--- config.mk ---
export PLATFORM = sky130hd
export DESIGN_NAME = sample_mem_arbiter_flat
export DESIGN_NICKNAME = d
export VERILOG_FILES = /design/src/rtl/sample_mem_arbiter_pkg.sv /design/src/rtl/sample_mem_arbiter_if.sv /design/src/rtl/sample_mem_arbiter_fifo.sv /design/src/rtl/sample_mem_arbiter.sv /design/src/flat_wrapper.sv
export SDC_FILE = /design/constraint.sdc
export NUM_CORES = 1
export LEC_CHECK = 0
export CAP_MARGIN = 10
export CORE_MARGIN = 4
export CORE_UTILIZATION = 35
export DETAILED_ROUTE_END_ITERATION = 6
export GPL_TIMING_DRIVEN = 1
export SETUP_SLACK_MARGIN = 0.5
export SLEW_MARGIN = 20
export SYNTH_ARGS = -nofsm -noshare
export SYNTH_HDL_FRONTEND = slang
export SYNTH_SLANG_ARGS = --single-unit
--- constraint.sdc ---
create_clock -name clk -period 4.3 [get_ports clk]
set_input_delay 0.645 -clock clk [delete_from_list [all_inputs] [get_ports clk]]
set_output_delay 0.645 -clock clk [all_outputs]
set_load 0.05 [all_outputs]
--- src/rtl/sample_mem_arbiter_pkg.sv ---
// Shared constants for the scanout/capture sample RAM arbiter.
// Default geometry, swap FSM state codes and a small edge-detect helper.
package sample_mem_arbiter_pkg;

  localparam int unsigned H_ACTIVE       = 640;
  localparam int unsigned V_ACTIVE       = 480;
  localparam int unsigned POS_W          = 16;
  localparam int unsigned DEF_ADDR_W     = 10;
  localparam int unsigned DEF_DATA_W     = 8;
  localparam int unsigned DEF_FIFO_DEPTH = 4;

  localparam int unsigned ST_W = 2;
  localparam logic [1:0] ST_IDLE  = 2'd0;
  localparam logic [1:0] ST_ARMED = 2'd1;
  localparam logic [1:0] ST_SWAP  = 2'd2;

  function automatic logic rise(input logic cur, input logic prev);
    return cur & ~prev;
  endfunction

endpackage

--- src/rtl/sample_mem_arbiter_if.sv ---
// Capture-writer request channel into the sample RAM arbiter.
interface sample_mem_arbiter_if
  import sample_mem_arbiter_pkg::*;
#(
  parameter int unsigned ADDR_W = DEF_ADDR_W,
  parameter int unsigned DATA_W = DEF_DATA_W
);

  logic              wr_valid;
  logic              wr_ready;
  logic [ADDR_W-1:0] wr_addr;
  logic [DATA_W-1:0] wr_data;

  modport master (output wr_valid, output wr_addr, output wr_data, input wr_ready);
  modport slave  (input wr_valid, input wr_addr, input wr_data, output wr_ready);

endinterface

--- src/rtl/sample_mem_arbiter_fifo.sv ---
// Small synchronous FIFO buffering capture writes until the RAM port is free.
// Head is read combinationally; full/empty are registered alongside the count.
module sample_wr_fifo
  import sample_mem_arbiter_pkg::*;
#(
  parameter int unsigned WIDTH = DEF_ADDR_W + DEF_DATA_W,
  parameter int unsigned DEPTH = DEF_FIFO_DEPTH
) (
  input  logic             clk,
  input  logic             rst,
  input  logic             push,
  input  logic [WIDTH-1:0] push_data,
  input  logic             pop,
  output logic [WIDTH-1:0] head_c,
  output logic             full,
  output logic             empty
);

  localparam int unsigned PTR_W = (DEPTH > 1) ? $clog2(DEPTH) : 1;
  localparam int unsigned CNT_W = PTR_W + 1;

  logic [WIDTH-1:0] mem [DEPTH];
  logic [PTR_W-1:0] wr_ptr;
  logic [PTR_W-1:0] rd_ptr;
  logic [CNT_W-1:0] count;
  logic [CNT_W-1:0] count_nxt;
  logic             do_push;
  logic             do_pop;

  assign do_push = push & ~full;
  assign do_pop  = pop & ~empty;
  assign head_c  = mem[rd_ptr];

  always_comb begin
    count_nxt = count;
    case ({do_push, do_pop})
      2'b10:   count_nxt = count + CNT_W'(1);
      2'b01:   count_nxt = count - CNT_W'(1);
      default: count_nxt = count;
    endcase
  end

  // Storage carries no reset; only the pointers and flags define validity.
  always_ff @(posedge clk) begin
    if (do_push) begin
      mem[wr_ptr] <= push_data;
    end
  end

  always_ff @(posedge clk or posedge rst) begin
    if (rst) begin
      wr_ptr <= '0;
      rd_ptr <= '0;
      count  <= '0;
      full   <= 1'b0;
      empty  <= 1'b1;
    end else begin
      if (do_push) begin
        wr_ptr <= wr_ptr + PTR_W'(1);
      end
      if (do_pop) begin
        rd_ptr <= rd_ptr + PTR_W'(1);
      end
      count <= count_nxt;
      full  <= (count_nxt == CNT_W'(DEPTH));
      empty <= (count_nxt == CNT_W'(0));
    end
  end

endmodule

--- src/rtl/sample_mem_arbiter.sv ---
// Shares one single-port, double-banked sample RAM between VGA scanout (front bank)
// and the buffered capture writer (back bank), with a vblank-synchronous bank swap.
module sample_mem_arbiter
  import sample_mem_arbiter_pkg::*;
#(
  parameter int unsigned ADDR_W     = DEF_ADDR_W,
  parameter int unsigned DATA_W     = DEF_DATA_W,
  parameter int unsigned FIFO_DEPTH = DEF_FIFO_DEPTH
) (
  input  logic                clk,
  input  logic                rst,
  input  logic [POS_W-1:0]    pos_x,
  input  logic                blank_n,
  input  logic                sync_v,
  sample_mem_arbiter_if.slave wr,
  input  logic                swap_req,
  output logic                swap_done,
  output logic                front_bank,
  output logic                ram_en,
  output logic                ram_we,
  output logic [ADDR_W:0]     ram_addr,
  output logic [DATA_W-1:0]   ram_wdata,
  input  logic [DATA_W-1:0]   ram_rdata,
  output logic [DATA_W-1:0]   disp_sample,
  output logic                disp_valid
);

  localparam int unsigned ENTRY_W = ADDR_W + DATA_W;

  logic               fifo_full;
  logic               fifo_empty;
  logic [ENTRY_W-1:0] head_c;
  logic [ADDR_W-1:0]  head_addr;
  logic [DATA_W-1:0]  head_data;
  logic               grant_rd;
  logic               grant_wr;

  logic               sync_v_d;
  logic               vsync_rise;
  logic [ST_W-1:0]    state;
  logic [ST_W-1:0]    state_nxt;
  logic               pending;
  logic               pending_nxt;
  logic               flip;
  logic [1:0]         blank_d;
  logic               unused_pos;

  // Column count beyond the sample index is don't-care.
  assign unused_pos = ^pos_x[POS_W-1:ADDR_W];

  sample_wr_fifo #(
    .WIDTH (ENTRY_W),
    .DEPTH (FIFO_DEPTH)
  ) u_fifo (
    .clk       (clk),
    .rst       (rst),
    .push      (wr.wr_valid),
    .push_data ({wr.wr_addr, wr.wr_data}),
    .pop       (grant_wr),
    .head_c    (head_c),
    .full      (fifo_full),
    .empty     (fifo_empty)
  );

  assign wr.wr_ready = ~fifo_full;
  assign head_addr   = head_c[ENTRY_W-1:DATA_W];
  assign head_data   = head_c[DATA_W-1:0];

  // Scanout owns the port for the whole active line; writes only fill the gaps.
  assign grant_rd   = blank_n;
  assign grant_wr   = ~blank_n & ~fifo_empty;
  assign vsync_rise = rise(sync_v, sync_v_d);

  always_comb begin
    state_nxt = state;
    flip      = 1'b0;
    case (state)
      ST_IDLE: begin
        if (vsync_rise && pending) begin
          state_nxt = ST_ARMED;
        end
      end
      ST_ARMED: begin
        if (blank_n) begin
          state_nxt = ST_IDLE;
        end else if (fifo_empty && !grant_wr) begin
          state_nxt = ST_SWAP;
          flip      = 1'b1;
        end
      end
      ST_SWAP: state_nxt = ST_IDLE;
      default: state_nxt = ST_IDLE;
    endcase
    // A request landing on the flip cycle belongs to the next frame.
    pending_nxt = flip ? swap_req : (pending | swap_req);
  end

  always_ff @(posedge clk or posedge rst) begin
    if (rst) begin
      state      <= ST_IDLE;
      pending    <= 1'b0;
      sync_v_d   <= 1'b0;
      front_bank <= 1'b0;
      swap_done  <= 1'b0;
    end else begin
      state      <= state_nxt;
      pending    <= pending_nxt;
      sync_v_d   <= sync_v;
      front_bank <= front_bank ^ flip;
      swap_done  <= flip;
    end
  end

  always_ff @(posedge clk or posedge rst) begin
    if (rst) begin
      ram_en    <= 1'b0;
      ram_we    <= 1'b0;
      ram_addr  <= '0;
      ram_wdata <= '0;
    end else begin
      ram_en <= grant_rd | grant_wr;
      ram_we <= grant_wr;
      if (grant_rd) begin
        ram_addr <= {front_bank, pos_x[ADDR_W-1:0]};
      end else if (grant_wr) begin
        ram_addr  <= {~front_bank, head_addr};
        ram_wdata <= head_data;
      end
    end
  end

  // blank_n travels alongside the read: address, RAM latency, output register.
  always_ff @(posedge clk or posedge rst) begin
    if (rst) begin
      blank_d     <= '0;
      disp_valid  <= 1'b0;
      disp_sample <= '0;
    end else begin
      blank_d     <= {blank_d[0], blank_n};
      disp_valid  <= blank_d[1];
      disp_sample <= ram_rdata;
    end
  end

  ap_write_back_only: assert property (@(posedge clk) disable iff (rst)
    ram_we |-> (ram_addr[ADDR_W] != front_bank));

  ap_we_needs_en: assert property (@(posedge clk) disable iff (rst)
    ram_we |-> ram_en);

  ap_done_single: assert property (@(posedge clk) disable iff (rst)
    swap_done |=> !swap_done);

endmodule

--- src/flat_wrapper.sv ---
// flat-port wrapper written by rule: the top's interface ports become plain ports
module sample_mem_arbiter_flat import sample_mem_arbiter_pkg::*;
#(
  parameter int unsigned ADDR_W     = DEF_ADDR_W,
  parameter int unsigned DATA_W     = DEF_DATA_W,
  parameter int unsigned FIFO_DEPTH = DEF_FIFO_DEPTH
)
  (clk, rst, pos_x, blank_n, sync_v, swap_req, swap_done, front_bank, ram_en, ram_we, ram_addr, ram_wdata, ram_rdata, disp_sample, disp_valid, wr_wr_valid, wr_wr_addr, wr_wr_data, wr_wr_ready);
  sample_mem_arbiter_if #(.ADDR_W(ADDR_W), .DATA_W(DATA_W)) wr_i ();
  input  logic clk;
  input  logic rst;
  input  logic [POS_W-1:0] pos_x;
  input  logic blank_n;
  input  logic sync_v;
  input  logic swap_req;
  output logic swap_done;
  output logic front_bank;
  output logic ram_en;
  output logic ram_we;
  output logic [ADDR_W:0] ram_addr;
  output logic [DATA_W-1:0] ram_wdata;
  input  logic [DATA_W-1:0] ram_rdata;
  output logic [DATA_W-1:0] disp_sample;
  output logic disp_valid;
  input wire logic [$bits(wr_i.wr_valid)-1:0] wr_wr_valid;
  input wire logic [$bits(wr_i.wr_addr)-1:0] wr_wr_addr;
  input wire logic [$bits(wr_i.wr_data)-1:0] wr_wr_data;
  output wire logic [$bits(wr_i.wr_ready)-1:0] wr_wr_ready;
  assign wr_i.wr_valid = wr_wr_valid;
  assign wr_i.wr_addr = wr_wr_addr;
  assign wr_i.wr_data = wr_wr_data;
  assign wr_wr_ready = wr_i.wr_ready;
  sample_mem_arbiter #(.ADDR_W(ADDR_W), .DATA_W(DATA_W), .FIFO_DEPTH(FIFO_DEPTH)) u_core (.clk(clk), .rst(rst), .pos_x(pos_x), .blank_n(blank_n), .sync_v(sync_v), .wr(wr_i), .swap_req(swap_req), .swap_done(swap_done), .front_bank(front_bank), .ram_en(ram_en), .ram_we(ram_we), .ram_addr(ram_addr), .ram_wdata(ram_wdata), .ram_rdata(ram_rdata), .disp_sample(disp_sample), .disp_valid(disp_valid));
endmodule
==> impl_table.tex <==
\begin{tabular}{lr}
\hline
Metric & Value \\
\hline
\multicolumn{2}{l}{\textbf{Setup path}} \\
\quad Worst Path Max Fanout & 8 \\
\quad Kind of start point of the critical path & input pin \\
\quad Crit path kind & input pin to flip-flop \\
\quad CP Capture Type & flip-flop \\
\quad Critical path arrival & 2930 ps \\
\quad Required time of the critical path & 4570 ps \\
\multicolumn{2}{l}{\textbf{Routing}} \\
\quad DR WL/cell & 16.17 µm \\
\quad Antenna Nets Post-Route & 0 \\
\quad Vias per cell & 4.582 \\
\quad DR pass1 iterations & 4 \\
\quad DRC & 0 \\
\quad DRC violation total after the first TritonRoute iteration & 169 \\
\quad Final wirelength & 8233 µm \\
\quad Number of vias after detailed routing & 2,332 \\
\multicolumn{2}{l}{\textbf{Synthesis}} \\
\quad Leading cell types by count after synthesis & 72 x edfxtp\_1, 46 x dfrtp\_1, 23 x nand2\_1, 18 x mux4\_2 \\
\quad Synthesized area per cell & 18.29 µm² \\
\quad Instance count of the mapped netlist & 242 \\
\quad Synthesized Nets & 296 \\
\quad Most common cell in the netlist & edfxtp\_1 \\
\quad Mapped cell area & 0.004425 mm² \\
\quad Sequential-to-total area share from yosys stat & 0.7546 \\
\quad Share of synthesized flip-flops with an asynchronous set or reset & 0.3950 \\
\quad Cell type with the highest aggregate area in the netlist & edfxtp\_1 \\
\quad Top cells by area, synth & edfxtp\_1 49\%, dfrtp\_1 26\%, mux4\_2 9.2\% \\
\quad Leading register cell type out of synthesis & edfxtp\_1 \\
\quad Top-area cell type share of the netlist area & 0.4885 \\
\quad Number of distinct library cells after synthesis & 30 \\
\quad Count of flip-flops with a built-in enable after synthesis & 72 \\
\quad Yosys Warn Count & 0 \\
\quad Seq cells post-synth & 119 \\
\multicolumn{2}{l}{\textbf{Floorplan}} \\
\quad Number of cell rows & 40 \\
\quad Die footprint & 0.01451 mm² \\
\quad Starting Density & 0.3624 \\
\quad Number of top-level pins & 81 \\
\quad DIE HEIGHT & 120.4 µm \\
\quad Placeable core area & 0.01221 mm² \\
\quad Die width & 120.4 µm \\
\multicolumn{2}{l}{\textbf{Finish}} \\
\quad Area growth syn-to-layout & 34.10\% \\
\quad Filler Cell Count & 1,073 \\
\quad Fin nets & 382 \\
\quad Antenna cell count & 0 \\
\quad Share of final-layout standard cells stronger than drive strength 1 & 0.1994 \\
\multicolumn{2}{l}{\textbf{Global routing}} \\
\quad Largest net degree at the start of global routing & 48 \\
\quad Initial antenna violation count & 0 \\
\quad Vias in the first global route & 2,548 \\
\quad Total global routing track utilization & 0.1262 \\
\quad Grt total ovfl & 0 \\
\quad Wire length of the first global-routing pass & 13,630 µm \\
\multicolumn{2}{l}{\textbf{Clocking}} \\
\quad Maximum buffer depth of the clock tree & 2 \\
\quad TritonCTS clock tree & yes \\
\quad H-tree depth & 4 \\
\quad Number of buffers created by CTS & 17 \\
\quad Library cell used as clock root buffer & clkbuf\_16 \\
\quad Clock-pin slew of the registers on the worst-case setup and hold paths & 50 ps \\
\quad CTS Sinks & 119 \\
\quad Clock Latency Late Sink & 410 ps \\
\quad Post-CTS setup buffers & 0 \\
\quad Hold-fix buffers at CTS & 0 \\
\quad Number of gates resized after cts & 0 \\
\multicolumn{2}{l}{\textbf{Timing}} \\
\quad Unrepaired setup endpoints after global routing & false \\
\quad Final count of negative-setup-slack endpoints & 0 \\
\quad Post-route clock period utilization & 0.6180 \\
\quad Post-route worst hold slack & 337.5 ps \\
\quad Sum of negative setup slack & 0 ps \\
\quad Slew headroom & 0.3301 \\
\quad Final Hold Fails & 0 \\
\quad Final count of pins violating max slew & 0 \\
\quad Fmax & 0.3763 GHz \\
\quad Final critical delay including setup and external delays & 2657 ps \\
\quad Final setup skew & 26.76 ps \\
\quad Transition at the pin with the smallest max-transition slack & 1005 ps \\
\multicolumn{2}{l}{\textbf{Power and ir drop}} \\
\quad Worst voltage drop across the vdd grid & 390.3 µV \\
\quad Fraction of power spent switching nets & 0.3151 \\
\quad Fraction of power consumed by the clock network & 0.321 \\
\quad Power density cells & 707.5 mW/mm² \\
\quad Flop pwr share & 0.406 \\
\quad Combinational group share of total power & 0.273 \\
\quad P\_sw & 1.323 mW \\
\quad Design internal power & 2.876 mW \\
\quad Leak Pwr & 2.188 nW \\
\multicolumn{2}{l}{\textbf{Place}} \\
\quad Total half-perimeter wirelength after legalization and detailed placement & 5116 µm \\
\quad Number of buffer cells added on primary ports & 74 \\
\quad Last weighted congestion value of the routability-driven placer & 0.7174 \\
\multicolumn{2}{l}{\textbf{Status}} \\
\quad Status & completed \\
\multicolumn{2}{l}{\textbf{Run}} \\
\quad Number of violations of the max-capacitance limit & 0 \\
\multicolumn{2}{l}{\textbf{Hold path}} \\
\quad Type of the tightest min-delay check & flip-flop to flip-flop \\
\hline
\end{tabular}
cell families after synthesis:
kind of cell	count (synthesis)	share of synthesized area
flip-flops	119	0.7546
AND/OR/NAND/NOR	60	0.07040
multiplexers	28	0.1170
buffers and inverters	16	0.01640
AO/OA/AOI/OAI	7	0.01103
XOR/XNOR	6	0.01187
adder cells (fa/ha/maj)	6	0.01866
layout by cell type, fill, tap and decap left out, types with 10 or more instances in the layout:
master | netlist | layout
mux4_2 | 18 | 18
edfxtp_1 | 72 | 72
nand3_1 | 10 | 10
mux2_2 | 10 | 10
dfrtp_1 | 46 | 46
nand2_1 | 23 | 23
clkbuf_16 | 0 | 17
nand3b_1 | 10 | 10
clkdlybuf4s50_1 | 0 | 74
flip-flops by register name, indices dropped and copies added (netlist names), 2 cells and up:
signal                count
u_core.ram_addr          11
u_core.u_fifo.rd_ptr      2
u_core.u_fifo.mem        72
u_core.state              2
u_core.blank_d            2
u_core.ram_wdata          8
u_core.u_fifo.count       3
u_core.u_fifo.wr_ptr      2
u_core.disp_sample        8
metal layers:
layer	wire length [µm]	global-route usage
met4	76	0.05524
met3	396	0.04256
met1	3588	0.1492
met5	0	0
met2	4171	0.2099
worst max-delay path, cell delays in order:
cell,delay [ps]
clkdlybuf4s50_1,450
nor2b_1,460
inv_1,100
ha_1,250
fa_1,380
xnor2_1,150
o21a_1,200
or2_2,290
final cells by class:
| class | count | area (µm²) | share of cell area |
|---|---|---|---|
| sequential | 119 | 3339 | 0.5627 |
| multi-input combinational | 107 | 1016 | 0.1712 |
| timing repair buffer | 77 | 763.2 | 0.1286 |
| clock buffer | 18 | 429.2 | 0.07232 |
| tap | 168 | 210.2 | 0.03542 |
| clock inverter | 14 | 152.6 | 0.02572 |
| inverter | 6 | 23.77 | 0.004006 |
stage by stage:
| stage | power (mW) | setup slack (ps) | util | instances | instance area [µm²] |
|---|---|---|---|---|---|
| final | 4.199 | 1643 | 0.4860 | 509 | 5934 |
| after detailed placement | 2.900 | 1247 | 0.4382 | 477 | 5351 |
| after global routing | 4.409 | 1494 | 0.4860 | 509 | 5934 |
| after floorplan | 2.501 | 1952 | - | 242 | 4425 |
| after global placement | 2.868 | 1311 | 0.4382 | 477 | 5351 |
| after CTS | 4.268 | 1659 | 0.4859 | 509 | 5933 |
power groups by stage:
| stage | Combinational, mW | Clock (mW) | Sequential [mW] |
|---|---|---|---|
| 2_1_floorplan | 0.574 | 0 | 1.93 |
| 3_3_place_gp | 1.15 | 0 | 1.72 |
| 3_5_place_dp | 1.17 | 0 | 1.73 |
| 4_1_cts | 1.17 | 1.38 | 1.72 |
| 5_1_grt | 1.23 | 1.43 | 1.75 |
| 6_report | 1.15 | 1.35 | 1.70 |
worst paths after layout:
path / start / end / slack (ps) / depth (start not counted)
max reg2reg: u_core.u_fifo.full$_DFF_PP0_ / u_core.u_fifo.count[2]$_DFF_PP0_ / 2000 / 7
max: wr_wr_valid / u_core.u_fifo.count[2]$_DFF_PP0_ / 1640 / 8
max in group asynchronous: rst / u_core.u_fifo.rd_ptr[1]$_DFFE_PP0P_ / 3100 / 2
min: u_core.blank_d[0]$_DFF_PP0_ / u_core.blank_d[1]$_DFF_PP0_ / 340 / 0
min in group asynchronous: rst / u_core.ram_addr[1]$_DFFE_PP0P_ / 700 / 2
min reg2reg: u_core.blank_d[0]$_DFF_PP0_ / u_core.blank_d[1]$_DFF_PP0_ / 340 / 0
Note: power is estimated with default switching activity, not from simulation.
